### config.mk
export PLATFORM = sky130hd
export DESIGN_NAME = mul_seq_flat
export DESIGN_NICKNAME = d
export VERILOG_FILES = /design/src/rtl/mul_seq_if.sv /design/src/rtl/mul_seq.sv /design/src/flat_wrapper.sv
export SDC_FILE = /design/constraint.sdc
export NUM_CORES = 1
export LEC_CHECK = 0
export BUFFER_PORTS_ARGS = -buffer_cell sky130_fd_sc_hd__buf_4
export CAP_MARGIN = 20
export CORE_UTILIZATION = 50
export CTS_CLUSTER_DIAMETER = 80
export DETAILED_ROUTE_END_ITERATION = 10
export HOLD_SLACK_MARGIN = 0.08
export PLACE_DENSITY = 0.8
export SYNTH_ARGS = -nofsm -noshare
export SYNTH_HDL_FRONTEND = slang
export SYNTH_SLANG_ARGS = --single-unit
### constraint.sdc
create_clock -name clk -period 2.2 [get_ports clk]
set_input_delay 0.22 -clock clk [delete_from_list [all_inputs] [get_ports clk]]
set_output_delay 0.22 -clock clk [all_outputs]
set_load 0.05 [all_outputs]
### src/rtl/mul_seq_if.sv
// mul_seq request/response bundle.
// master drives operands and start; slave returns status and product.
interface mul_seq_if #(
  parameter int WIDTH = 8
);
  logic               start;
  logic [WIDTH-1:0]   a;
  logic [WIDTH-1:0]   b;
  logic               busy;
  logic               done;
  logic [2*WIDTH-1:0] product;

  modport master (
    output start, a, b,
    input  busy, done, product
  );

  modport slave (
    input  start, a, b,
    output busy, done, product
  );
endinterface

### src/rtl/mul_seq.sv
// Sequential shift-add unsigned multiplier, one bit per cycle.
// All accumulation goes through one shared carry-lookahead adder.
module cla_add #(
  parameter int N = 16
) (
  input  logic [N-1:0] x,
  input  logic [N-1:0] y,
  input  logic         cin,
  output logic [N-1:0] sum,
  output logic         cout
);
  logic [N-1:0] g;
  logic [N-1:0] p;
  logic [N:0]   c;

  assign g = x & y;
  assign p = x ^ y;

  // each carry is a flat generate/propagate term, no ripple chain
  always_comb begin
    logic t;
    logic pp;
    c = '0;
    c[0] = cin;
    for (int i = 0; i < N; i++) begin
      t  = g[i];
      pp = p[i];
      for (int j = i - 1; j >= 0; j--) begin
        t  = t | (pp & g[j]);
        pp = pp & p[j];
      end
      c[i+1] = t | (pp & cin);
    end
  end

  assign sum  = p ^ c[N-1:0];
  assign cout = c[N];
endmodule

module mul_seq #(
  parameter int WIDTH = 8
) (
  input  logic clk,
  input  logic reset,
  mul_seq_if.slave bus
);
  localparam int PW = 2 * WIDTH;
  localparam int CW = $clog2(WIDTH + 1);
  localparam logic [CW-1:0] LAST = CW'(WIDTH - 1);

  typedef enum logic [1:0] {
    IDLE,
    RUN,
    DONE
  } state_t;

  state_t          state;
  state_t          state_n;
  logic [PW-1:0]   mcand;
  logic [PW-1:0]   acc;
  logic [PW-1:0]   sum;
  logic [WIDTH-1:0] mplier;
  logic [CW-1:0]   cnt;
  logic            unused_cout;

  cla_add #(
    .N(PW)
  ) u_add (
    .x   (acc),
    .y   (mcand),
    .cin (1'b0),
    .sum (sum),
    .cout(unused_cout)
  );

  always_ff @(posedge clk or posedge reset) begin
    if (reset) state <= IDLE;
    else       state <= state_n;
  end

  always_comb begin
    state_n = state;
    unique case (state)
      IDLE:    if (bus.start) state_n = RUN;
      RUN:     if (cnt == LAST) state_n = DONE;
      DONE:    state_n = IDLE;
      default: state_n = IDLE;
    endcase
  end

  always_ff @(posedge clk or posedge reset) begin
    if (reset) begin
      mcand  <= '0;
      mplier <= '0;
      acc    <= '0;
      cnt    <= '0;
    end else begin
      unique case (state)
        IDLE: begin
          if (bus.start) begin
            mcand  <= {{WIDTH{1'b0}}, bus.a};
            mplier <= bus.b;
            acc    <= '0;
            cnt    <= '0;
          end
        end
        RUN: begin
          if (mplier[0]) acc <= sum;
          mcand  <= mcand << 1;
          mplier <= mplier >> 1;
          cnt    <= cnt + CW'(1);
        end
        default: ;
      endcase
    end
  end

  assign bus.busy    = (state != IDLE);
  assign bus.done    = (state == DONE);
  assign bus.product = acc;
endmodule

### src/flat_wrapper.sv
// flat-port wrapper written by rule: the top's interface ports become plain ports
module mul_seq_flat 
#(
  parameter int WIDTH = 8
)
  (clk, reset, bus_start, bus_a, bus_b, bus_busy, bus_done, bus_product);
  mul_seq_if #(.WIDTH(WIDTH)) bus_i ();
  input  logic clk;
  input  logic reset;
  input wire logic [$bits(bus_i.start)-1:0] bus_start;
  input wire logic [$bits(bus_i.a)-1:0] bus_a;
  input wire logic [$bits(bus_i.b)-1:0] bus_b;
  output wire logic [$bits(bus_i.busy)-1:0] bus_busy;
  output wire logic [$bits(bus_i.done)-1:0] bus_done;
  output wire logic [$bits(bus_i.product)-1:0] bus_product;
  assign bus_i.start = bus_start;
  assign bus_i.a = bus_a;
  assign bus_i.b = bus_b;
  assign bus_busy = bus_i.busy;
  assign bus_done = bus_i.done;
  assign bus_product = bus_i.product;
  mul_seq #(.WIDTH(WIDTH)) u_core (.clk(clk), .reset(reset), .bus(bus_i));
endmodule
-- After elaboration in Yosys (flattened, before gate mapping)
Cells that the tools add are included.
W data, S select, Z words.
- bits in registers: 46
- bits in latches: 0
- RAM bits: 0
- ROM bits: 0
- input bits: 19
- output and inout port bits: 18
- logic and storage cells: 334
- memories: 0
- add/subtract/negate cells: 1
- multipliers: 0
- div/mod/pow operators: 0
- magnitude comparators: 0
- eq/ne operators: 6
- shift-type cells: 0
- multiplexer cells: 12
- bitwise operators: 304
- reduce and logical (&&, ||, !) cells: 6
- operators by type and width (kind ; number):
    $and A1 B1 Y1 ; 196
    $or A1 B1 Y1 ; 105
    $pmux W16 S2 ; 2
    $mux W16 ; 3
    $xor A16 B16 Y16 ; 2
    $pmux W8 S2 ; 1
    $and A15 B15 Y15 ; 1
    $mux W8 ; 1
    $pmux W4 S2 ; 1
    $add A4 B1 Y4 const B ; 1
    $eq A4 B3 Y1 const B ; 1
    $mux W2 ; 2
    $mux W4 ; 1
    $ne A2 B1 Y1 const B ; 2
    $pmux W2 S2 ; 1
    $reduce_and A2 Y1 ; 2
    $reduce_bool A2 Y1 ; 2
    $reduce_and A3 Y1 ; 1
    $eq A2 B1 Y1 const B ; 1
    $eq A2 B2 Y1 const B ; 1
    $logic_not A2 Y1 ; 1
    $ne A2 B2 Y1 const B ; 1

-- Longest topological paths before layout
Gate-level depths: netlist (run 1).
- depth after elaboration: 19
- gate-level depth with buffers: 8
- mapped depth without buffers: 8

-- Cells and area by module
From an unflattened synthesis (run 1), not the netlist that was laid out.
- cell total of the unflattened synthesis: 275
- area, all modules: 2730.1 sq um
- modules (own cells, without submodules) (module ; times used ; cells an instance ; area each (sq um) ; seq. area each (sq um)):
    mul_seq ; 1 ; 191 ; 2072.0 ; 1151.1
    cla_add ; 1 ; 84 ; 658.1 ; 0.0

-- Least setup slack after synthesis (run 1)
OpenSTA, ideal clock, no wires.
- path type: register to register
- start point: register u_core.acc[1], in the netlist u_core.bus.product[1]
- end point: register u_core.acc[11], in the netlist u_core.bus.product[11]
- setup time: 0.092 ns
- arrival time: 2.157 ns
- data required time: 2.108 ns
- setup slack: -0.049 ns
- cell stages (with the launch flop): 9
- path buffers: 0
- clock period less this slack: 2.249 ns
- cell sequence: dfrtp_1 ha_1 a21oi_1 nor2_1 o21a_4 o211a_1 o21a_1 o21a_1 o31ai_2
- longest elaborated chain between the ends: 7
- elaborated cells between the ends (all ways): 10
- those cells by class: 2 x mux; 8 x bitwise
- ends and longest elaborated chain (element ; line ; text):
    start: declaration ; mul_seq.sv:60 ; logic [PW-1:0] acc;
    start signal: assignment ; mul_seq.sv:108 ; if (mplier[0]) acc <= sum;
    $and A15 B15 Y15 or $xor A16 B16 Y16 (tied branches) ; mul_seq.sv:16, mul_seq.sv:17 ;
    $and A1 B1 Y1, on equally long branches ; mul_seq.sv:29, mul_seq.sv:30 ;
    $or A1 B1 Y1 or $and A1 B1 Y1 (tied branches) ; mul_seq.sv:29 ; t = t | (pp & g[j]);
    $or A1 B1 Y1 (*) ; mul_seq.sv:29 ;
    $xor A16 B16 Y16 (*) ; mul_seq.sv:36 ; assign sum = p ^ c[N-1:0];
    $mux W16 (*) ; mul_seq.sv:108 ;
    $pmux W16 S2 (*) ; mul_seq.sv:98 ; unique case (state)
Mark *: on every way between the ends. The rest lies on a longest branch, timed or not. The select of a mux whose other input is x is not followed.
A chain may end at the register's enable or synchronous reset.

-- Worst setup path after layout (run 1)
Same ends and word-level chain as after synthesis.

==> metrics.md, run 1 <==
| Metric | Value |
|---|---|
| Outcome | completed |
| Setup WS post-layout | approximately 76 ps |
| DRT antenna net count | 0 |
| CTS tree | done |
| Via/cell ratio | ~5.5 |
| Initial DRC count | 93 |
| Total wire length | 5190 um |
| Mapped Nets | between 200 and 300 |
| Critical Path RT | about 2400 ps |
| Most frequent cells after synthesis | dfrtp_1, nand2_1, o21ai_0 |
| Synth top area cells | dfrtp_1, ha_1, mux2i_1 |
| Inserted Clock Buffers | 5 |
| IO Port Bufs | 36 |
| Multi-input gate area | 1290 um^2 |
| Cell Area, Synth | around 2500 um^2 |
| Final Util | 0.624 |
| Layout cells sized above 1 | 0.212 |
| Post-route DRC | 0 |
| Max IR drop VDD | 0.000814 V |
| # clock sinks | 46 |
| Clock share of power | 0.110 |
| Post-CTS setup buffers | 0 |
| Layout area overhead | 18.8% |
| Slowest CP cell | dfrtp_2 |
| Post-synth top area share | 0.461 |
| Switching pwr | approximately 0.0023 W |
| WL per Instance | 14.4 um |
| Die Span Y | between 70 and 80 um |
| Total number of vias | a little under 2k |
| Total global-route track usage | 0.213 |
| Worst Clk Skew | roughly 6.3 ps |
| Slowest stage delay, CP | 440 ps |
| Placeable Area | ~4800 um^2 |
| N_diodes | 0 |
| Tmin final | 2120 ps |
| Initial antenna violation count | 0 |
| Crit-path cells | ha_1 -> a21oi_2 -> nor2_1 -> o21a_4 -> o211a_1 -> o21a_1 -> nor3_1 -> o31ai_2 |
| Mapped Cells | ~250 |
| Leakage | approximately 1.4 nW |
| Die area | approximately 5300 um^2 |
| Clock latency on the worst-skew pair | around 300 ps |
| Share of flip-flops with an asynchronous set or reset | 1.00 |
| Setup WS pre-CTS | ~110 ps |
| Max-slew headroom | 0.588 |
| Final layout net count | 327 |
| WHS | 194 ps |
| Seq pwr share | 0.319 |
| Int Power | between 0.002 and 0.003 W |
| Placer Congestion | ~0.82 |
| Initial cell density of the core | 0.526 |
| Syn avg cell area | around 9.8 um^2 |
| Pwr Density | roughly 1600 nW/um^2 |
| CP startpoint | u_core.bus.product[1] |
| Post-synthesis sequential area ratio | 0.461 |
| Htree depth | 2 |
| #FFs+latches synth | 46 |
| Fin crit share | 0.965 |
| Critical path type | register to register |
| Cell area after layout | 2970 um^2 |
| Min-delay worst type | primary input to register |
| Maximum Capacitance Violations | 0 |
| Clk pin slew, worst setup/hold paths | ~80 ps |
| Placed inst area | between 2000 and 3000 um^2 |
| Worst EP arrival | 2300 ps |
| Reg-to-reg startpoint | u_core.bus.product[1] |
| Io pins | 37 |
| Sequential cell area | 1150 um^2 |
| Largest net degree at the start of global routing | 30 |
| Yosys warns | 0 |
| Die Width | slightly above 70 um |
| Final hold vios | 0 |
| Yosys top cell by area | dfrtp_1 |
| Longest Clk Path Bufs | 2 |
| Post-DP HPWL | between 3000 and 4000 um |
| Post-synth top flop | dfrtp_1 |
| Top achievable clock speed | around 470 MHz |
| Sw Share | 0.468 |
| First-pass GRT wire length | around 8600 um |
| Finish-stage setup viols | 0 |
| Worst-path maximum fanout | 6 |
| # rows | 25 |
| Vias in the first global route | between 1.5k and 2k |
| CP endpoint kind | register |
| Actual slew at the worst max-slew pin | 618 ps |
| Fill count | 417 |
| Count leader, synth | dfrtp_1 |
| CP Launch Type | register |
| Gate power share | 0.571 |
| EDFF count, synth | 0 |
| Pre-antenna DRT Iters | 4 |
| Grt ovf | 0 |
| Synth cell types | 39 |
| CTS root buf | clkbuf_8 |
| Slew Limit Fails | 0 |
| Min-Delay Startpoint | bus_b[7] |
==> power by group through the flow <==
| stage | Sequential, W | Clock (W) | Combinational, W |
|---|---|---|---|
| after floorplan | 0.00186 | 0 | 0.00176 |
| after global placement | 0.00154 | 0 | 0.00265 |
| after detailed placement | 0.00156 | 0 | 0.00272 |
| after CTS | 0.00155 | 0.000543 | 0.00274 |
| after global routing | 0.00161 | 0.000581 | 0.00307 |
| final | 0.00156 | 0.000536 | 0.00279 |
==> what timing repair did <==
action                     4_1_cts  5_1_grt
hold endpoints to repair        23        0
resized for setup                0        4
hold buffers                     1        0
setup endpoints to repair        0        5
==> area by class of cell <==
cell class | count | area share
Timing Repair Buffer | 42 | 0.107
Sequential cell | 46 | 0.389
Tap cell | 67 | 0.0282
Multi-Input combinational cell | 187 | 0.434
Inverter | 9 | 0.0114
Clock buffer | 8 | 0.0303
==> cells in the final DEF, fill, tap and decap left out, types with 2 or more instances in the layout <==
master,synthesis,final
a21o_1,4,4
a21oi_1,5,4
a21oi_2,1,2
a22o_1,11,11
a31oi_1,2,2
buf_4,0,41
clkbuf_1,9,2
clkbuf_8,0,6
dfrtp_1,46,44
dfrtp_2,0,2
ha_1,16,15
inv_1,9,8
mux2i_1,15,15
nand2_1,37,37
nand3_1,2,2
nand4_1,2,2
nor2_1,13,13
nor2b_1,5,5
nor3_1,6,6
o21a_1,4,4
o21ai_0,30,29
o21ai_1,2,3
o31ai_1,6,6
or2_2,3,3
xnor2_1,3,3
xor2_1,5,5
==> worst paths after layout <==
check / end / slack (ps) / depth (start not counted)
max: u_core.bus.product[11] / 80 / 8
min: u_core.mplier[7] / 190 / 3
max reg2reg: u_core.bus.product[11] / 80 / 8
min reg2reg: u_core.mplier[1] / 490 / 2
max in group asynchronous: u_core.mcand[8] / 1100 / 4
min in group asynchronous: u_core.state[1] / 520 / 3
==> routing by layer <==
layer,track usage,vias up,part of all wire
li1,-,974,-
met1,0.283,939,0.46
met2,0.344,46,0.48
met3,0.0511,9,0.043
met4,0.0741,0,0.016
met5,0,-,0
==> through the flow <==
stage | power, W | setup TNS (ps) | std cells
4_1_cts | 0.00483 | 0 | 359
3_5_place_dp | 0.00428 | 0 | 350
3_3_place_gp | 0.00419 | 0 | 350
5_1_grt | 0.00525 | -18.8 | 359
6_report | 0.00488 | 0 | 359
2_1_floorplan | 0.00362 | 0 | 254
==> cells by family after synthesis <==
family | Yosys count | synth area share
xor+xnor | 8 | 0.0280
flops | 46 | 0.461
buf+inv | 21 | 0.0330
compound gates | 72 | 0.191
simple gates | 74 | 0.135
fa+ha+maj | 17 | 0.0881
mux | 16 | 0.0646
==> flip-flops by register name, indices dropped and copies added (netlist names) <==
signal,flops
u_core.mcand,16
u_core.mplier,8
u_core.state,2
u_core.bus.product,16
u_core.cnt,4
==> critical path, delay by kind of cell, from the launching register on <==
kind	cells	cell delay, ps
flops	1	440
fa+ha+maj	1	310
compound gates	5	950
simple gates	2	300
(Power assumes the default switching activity.)
==> run 2: changes to the inputs <==
--- a/config.mk
+++ b/config.mk
@@ -5,8 +5,8 @@
 export SDC_FILE = /design/constraint.sdc
 export NUM_CORES = 1
 export LEC_CHECK = 0
+export ABC_AREA = 1
 export BUFFER_PORTS_ARGS = -buffer_cell sky130_fd_sc_hd__buf_4
-export CAP_MARGIN = 20
 export CORE_UTILIZATION = 50
 export CTS_CLUSTER_DIAMETER = 80
 export DETAILED_ROUTE_END_ITERATION = 10
==> metrics.md, run 2 <==
| Metric | Value |
|---|---|
| Final layout net count | 402 (+23%) |
| Vias in the first global route | 2226 (+17%) |
| Syn avg cell area | 8.21 um^2 (-17%) |
| Seq pwr share | 0.302 (-0.017) |
| RSZ-0062 raised after global routing | no |
| Initial cell density of the core | 0.522 (-0.00313) |
| Share of flip-flops with an asynchronous set or reset | 1.00 (unchanged) |
| Grt ovf | 0 (unchanged) |
| Switching pwr | 0.00245 W (+7.3%) |
| Mapped Cells | 327 (+29%) |
| Total global-route track usage | 0.228 (+0.0146) |
| Critical path type | register to register |
| Fin crit share | 0.840 (-0.125) |
| Multiplexer area fraction after synthesis | 0.00373 (-0.0609) |
| Post-CTS setup buffers | 0 (unchanged) |
| CTS root buf | clkbuf_8 |
| Die area | 5670 um^2 (+7.3%) |
| Synth cell types | 34 (-13%) |
| Slowest stage delay, CP | 420 ps (-20 ps) |
| Largest family of logic cells by synthesized area | simple AND/OR/NAND/NOR gates |
| R2r endpoint | u_core.bus.product[9] |
| WHS | 169 ps (-25.7 ps) |
| Xor/xnor share of the synthesized area | 0.00652 (-0.0215) |
| Sw Share | 0.492 (+0.0243) |
| Leakage | 1.61 nW (+12%) |
| R2R depth | 11 (+3) |
| Die Width | 75.3 um (+3.6%) |
| Crit-path cells | ha_1 -> nand3_1 -> inv_1 -> nand3_1 -> nor2_1 -> nand3_1 -> nand3_1 -> nand2_1 -> nand2_1 -> nand2_1 -> nand2_1 |
| Post-synthesis sequential area ratio | 0.429 (-0.0320) |
| Reg-to-reg startpoint | u_core.bus.product[7] |
| Synth top area cells | dfrtp_1, nand2_1, ha_1 |
| Critical path depth | 11 (+3) |
| Min-delay worst type | primary input to register |
| Leading cell types in the layout, fill and taps excluded | nand2_1, dfrtp_1, buf_4 |
| Pwr Density | 1590 nW/um^2 (-3.4%) |
| Max IR drop VDD | 0.000819 V (+0.69%) |
| EDFF count, synth | 0 (unchanged) |
| Layout cells sized above 1 | 0.169 (-0.0434) |
| Worst EP arrival | 2090 ps (-210 ps) |
| Critical Path RT | 2450 ps (+80 ps) |
| Placer Congestion | 0.857 (+4.7%) |
| DRT antenna net count | 0 (unchanged) |
| Compound-Gate Fraction of Synth Area | 0.130 (-0.0603) |
| Placeable Area | 5140 um^2 (+8.1%) |
| Htree depth | 2 (unchanged) |
| Mapped Nets | 363 (+25%) |
| Most frequent cells after synthesis | nand2_1, dfrtp_1, inv_1 |
| Count leader, synth | nand2_1 |
| Die Span Y | 75.3 um (+3.6%) |
| Yosys warns | 0 (unchanged) |
| Post-route DRC | 0 (unchanged) |
| Setup slack, reg-to-reg | 350 ps (+270 ps) |
| Post-DP HPWL | 3980 um (+9.0%) |
| CTS tree | done |
| Final hold vios | 0 (unchanged) |
| Post-synth top flop | dfrtp_1 |
| Clock latency on the worst-skew pair | 300 ps (about the same) |
| Buffers plus inverters on the worst setup path | 1 (+1) |
| Cell Area, Synth | 2690 um^2 (+7.5%) |
| # clock sinks | 46 (unchanged) |
| Longest Clk Path Bufs | 2 (unchanged) |
| Clock share of power | 0.128 (+0.018) |
| Initial DRC count | 159 (+71%) |
| Gate power share | 0.571 (about the same) |
| WL per Instance | 12.8 um (-12%) |
| N_diodes | 0 (unchanged) |
| Total wire length | 5580 um (+7.6%) |
| Maximum Capacitance Violations | 0 (unchanged) |
| DP Cell Count | 428 (+22%) |
| Outcome | completed |
| CP endpoint kind | register |
| Top achievable clock speed | 541 MHz (+15%) |
| Tmin final | 1850 ps (-275 ps) |
| CP Launch Type | register |
| Commonest non-fill, non-tap cell in the layout | nand2_1 |
| Inserted Clock Buffers | 5 (unchanged) |
| CP startpoint | u_core.bus.product[7] |
| Actual slew at the worst max-slew pin | 549 ps (-69.3 ps) |
| Io pins | 37 (unchanged) |
| Post-synth top area share | 0.429 (-0.0320) |
| Worst-path maximum fanout | 6 (unchanged) |
| First-pass GRT wire length | 9690 um (+12%) |
| Setup tns final | 0 ps (unchanged) |
| Post-Synth Simple-Gate Area | 0.270 (+0.136) |
| Critical Path End | u_core.bus.product[9] |
| Slew Limit Fails | 0 (unchanged) |
| Layout area overhead | 16.8% |
| Worst Clk Skew | 3.83 ps (-2.47 ps) |
| Max-slew headroom | 0.633 (+0.0453) |
| Total number of vias | 2284 (+16%) |
| Finish-stage setup viols | 0 (unchanged) |
| Yosys top cell by area | dfrtp_1 |
| IO Port Bufs | 36 (unchanged) |
| Initial antenna violation count | 0 (unchanged) |
| Via/cell ratio | 5.23 (-4.7%) |
| Post-Synth Adder-Cell Area | 0.0820 (-0.00612) |
| Pre-antenna DRT Iters | 4 (unchanged) |
| Int Power | 0.00253 W (-2.6%) |
| #FFs+latches synth | 46 (unchanged) |
| # rows | 26 (+4.0%) |
| Clk pin slew, worst setup/hold paths | 90 ps (about the same) |
| Top delay family on crit path | simple AND/OR/NAND/NOR gates |
| Slowest CP cell | dfrtp_1 |
| Post-Layout Cell Count | 437 (+22%) |
| Largest net degree at the start of global routing | 47 (+57%) |
run 2: cell count changes after synthesis, sizes merged, moves of 5 or more:
cell    before  now
o21ai       32   24
o22ai        0    7
o21a         5    0
o31ai        7    2
nor2        13   36
a22o        11    1
nor2b        5    0
a21oi        6   17
mux2i       15    1
inv          9   38
nand2       37   88
clkbuf       9    1
nand3        2   21
run 2: stage by stage:
stage	power, W	worst slack, ps	area, um^2	util
global placement	0.00427	472	3020	0.587
CTS	0.00500	390	3140	0.610
finish	0.00498	351	3140	0.610
global route	0.00544	154	3140	0.610
floorplan	0.00374	325	2690	-
detailed placement	0.00435	409	3020	0.587
run 2: how the worst min path moves through the flow:
stage	slack (ps)	cells past startpoint	start	end
3_5_place_dp	290	3	reset	u_core.cnt[0]
2_1_floorplan	380	1	bus_start	u_core.mplier[7]
3_3_place_gp	280	3	reset	u_core.cnt[0]
5_1_grt	160	2	bus_a[0]	u_core.mcand[0]
6_report	170	2	bus_b[7]	u_core.mplier[7]
4_1_cts	160	2	bus_b[7]	u_core.mplier[7]
run 2: kinds of logic after synthesis:
family	after synthesis
AND/OR/NAND/NOR	157
buffers and inverters	46
AO/OA/AOI/OAI	58
multiplexers	1
adder cells (fa/ha/maj)	17
XOR/XNOR	2
flip-flops	46
run 2: per-layer routing:
metal / vias up / share of wire / GRT usage
li1: 1152 / - / -
met1: 1077 / 0.49 / 0.299
met2: 48 / 0.46 / 0.366
met3: 7 / 0.040 / 0.0549
met4: 0 / 0.011 / 0.0864
met5: - / 0 / 0
run 2: power by group through the flow:
stage / combinational (W) / sequential (W) / clock (W)
finish: 0.00284 / 0.00150 / 0.000637
global route: 0.00320 / 0.00155 / 0.000687
CTS: 0.00285 / 0.00150 / 0.000648
detailed placement: 0.00284 / 0.00151 / 0
global placement: 0.00278 / 0.00150 / 0
floorplan: 0.00191 / 0.00183 / 0
run 2: final cells by class:
type,instances,area (um^2)
timing repair buffer,40,315
clock buffer,6,72.6
inverter,38,148
fill,487,2000
tap,70,87.6
sequential,46,1150
clock inverter,2,37.5
multi-input combinational,235,1320
run 2: what timing repair did:
item,CTS,global route
hold endpoints to repair,46,0
resized for setup,0,0
endpoints found under the setup margin,0,0
hold buffers,1,0
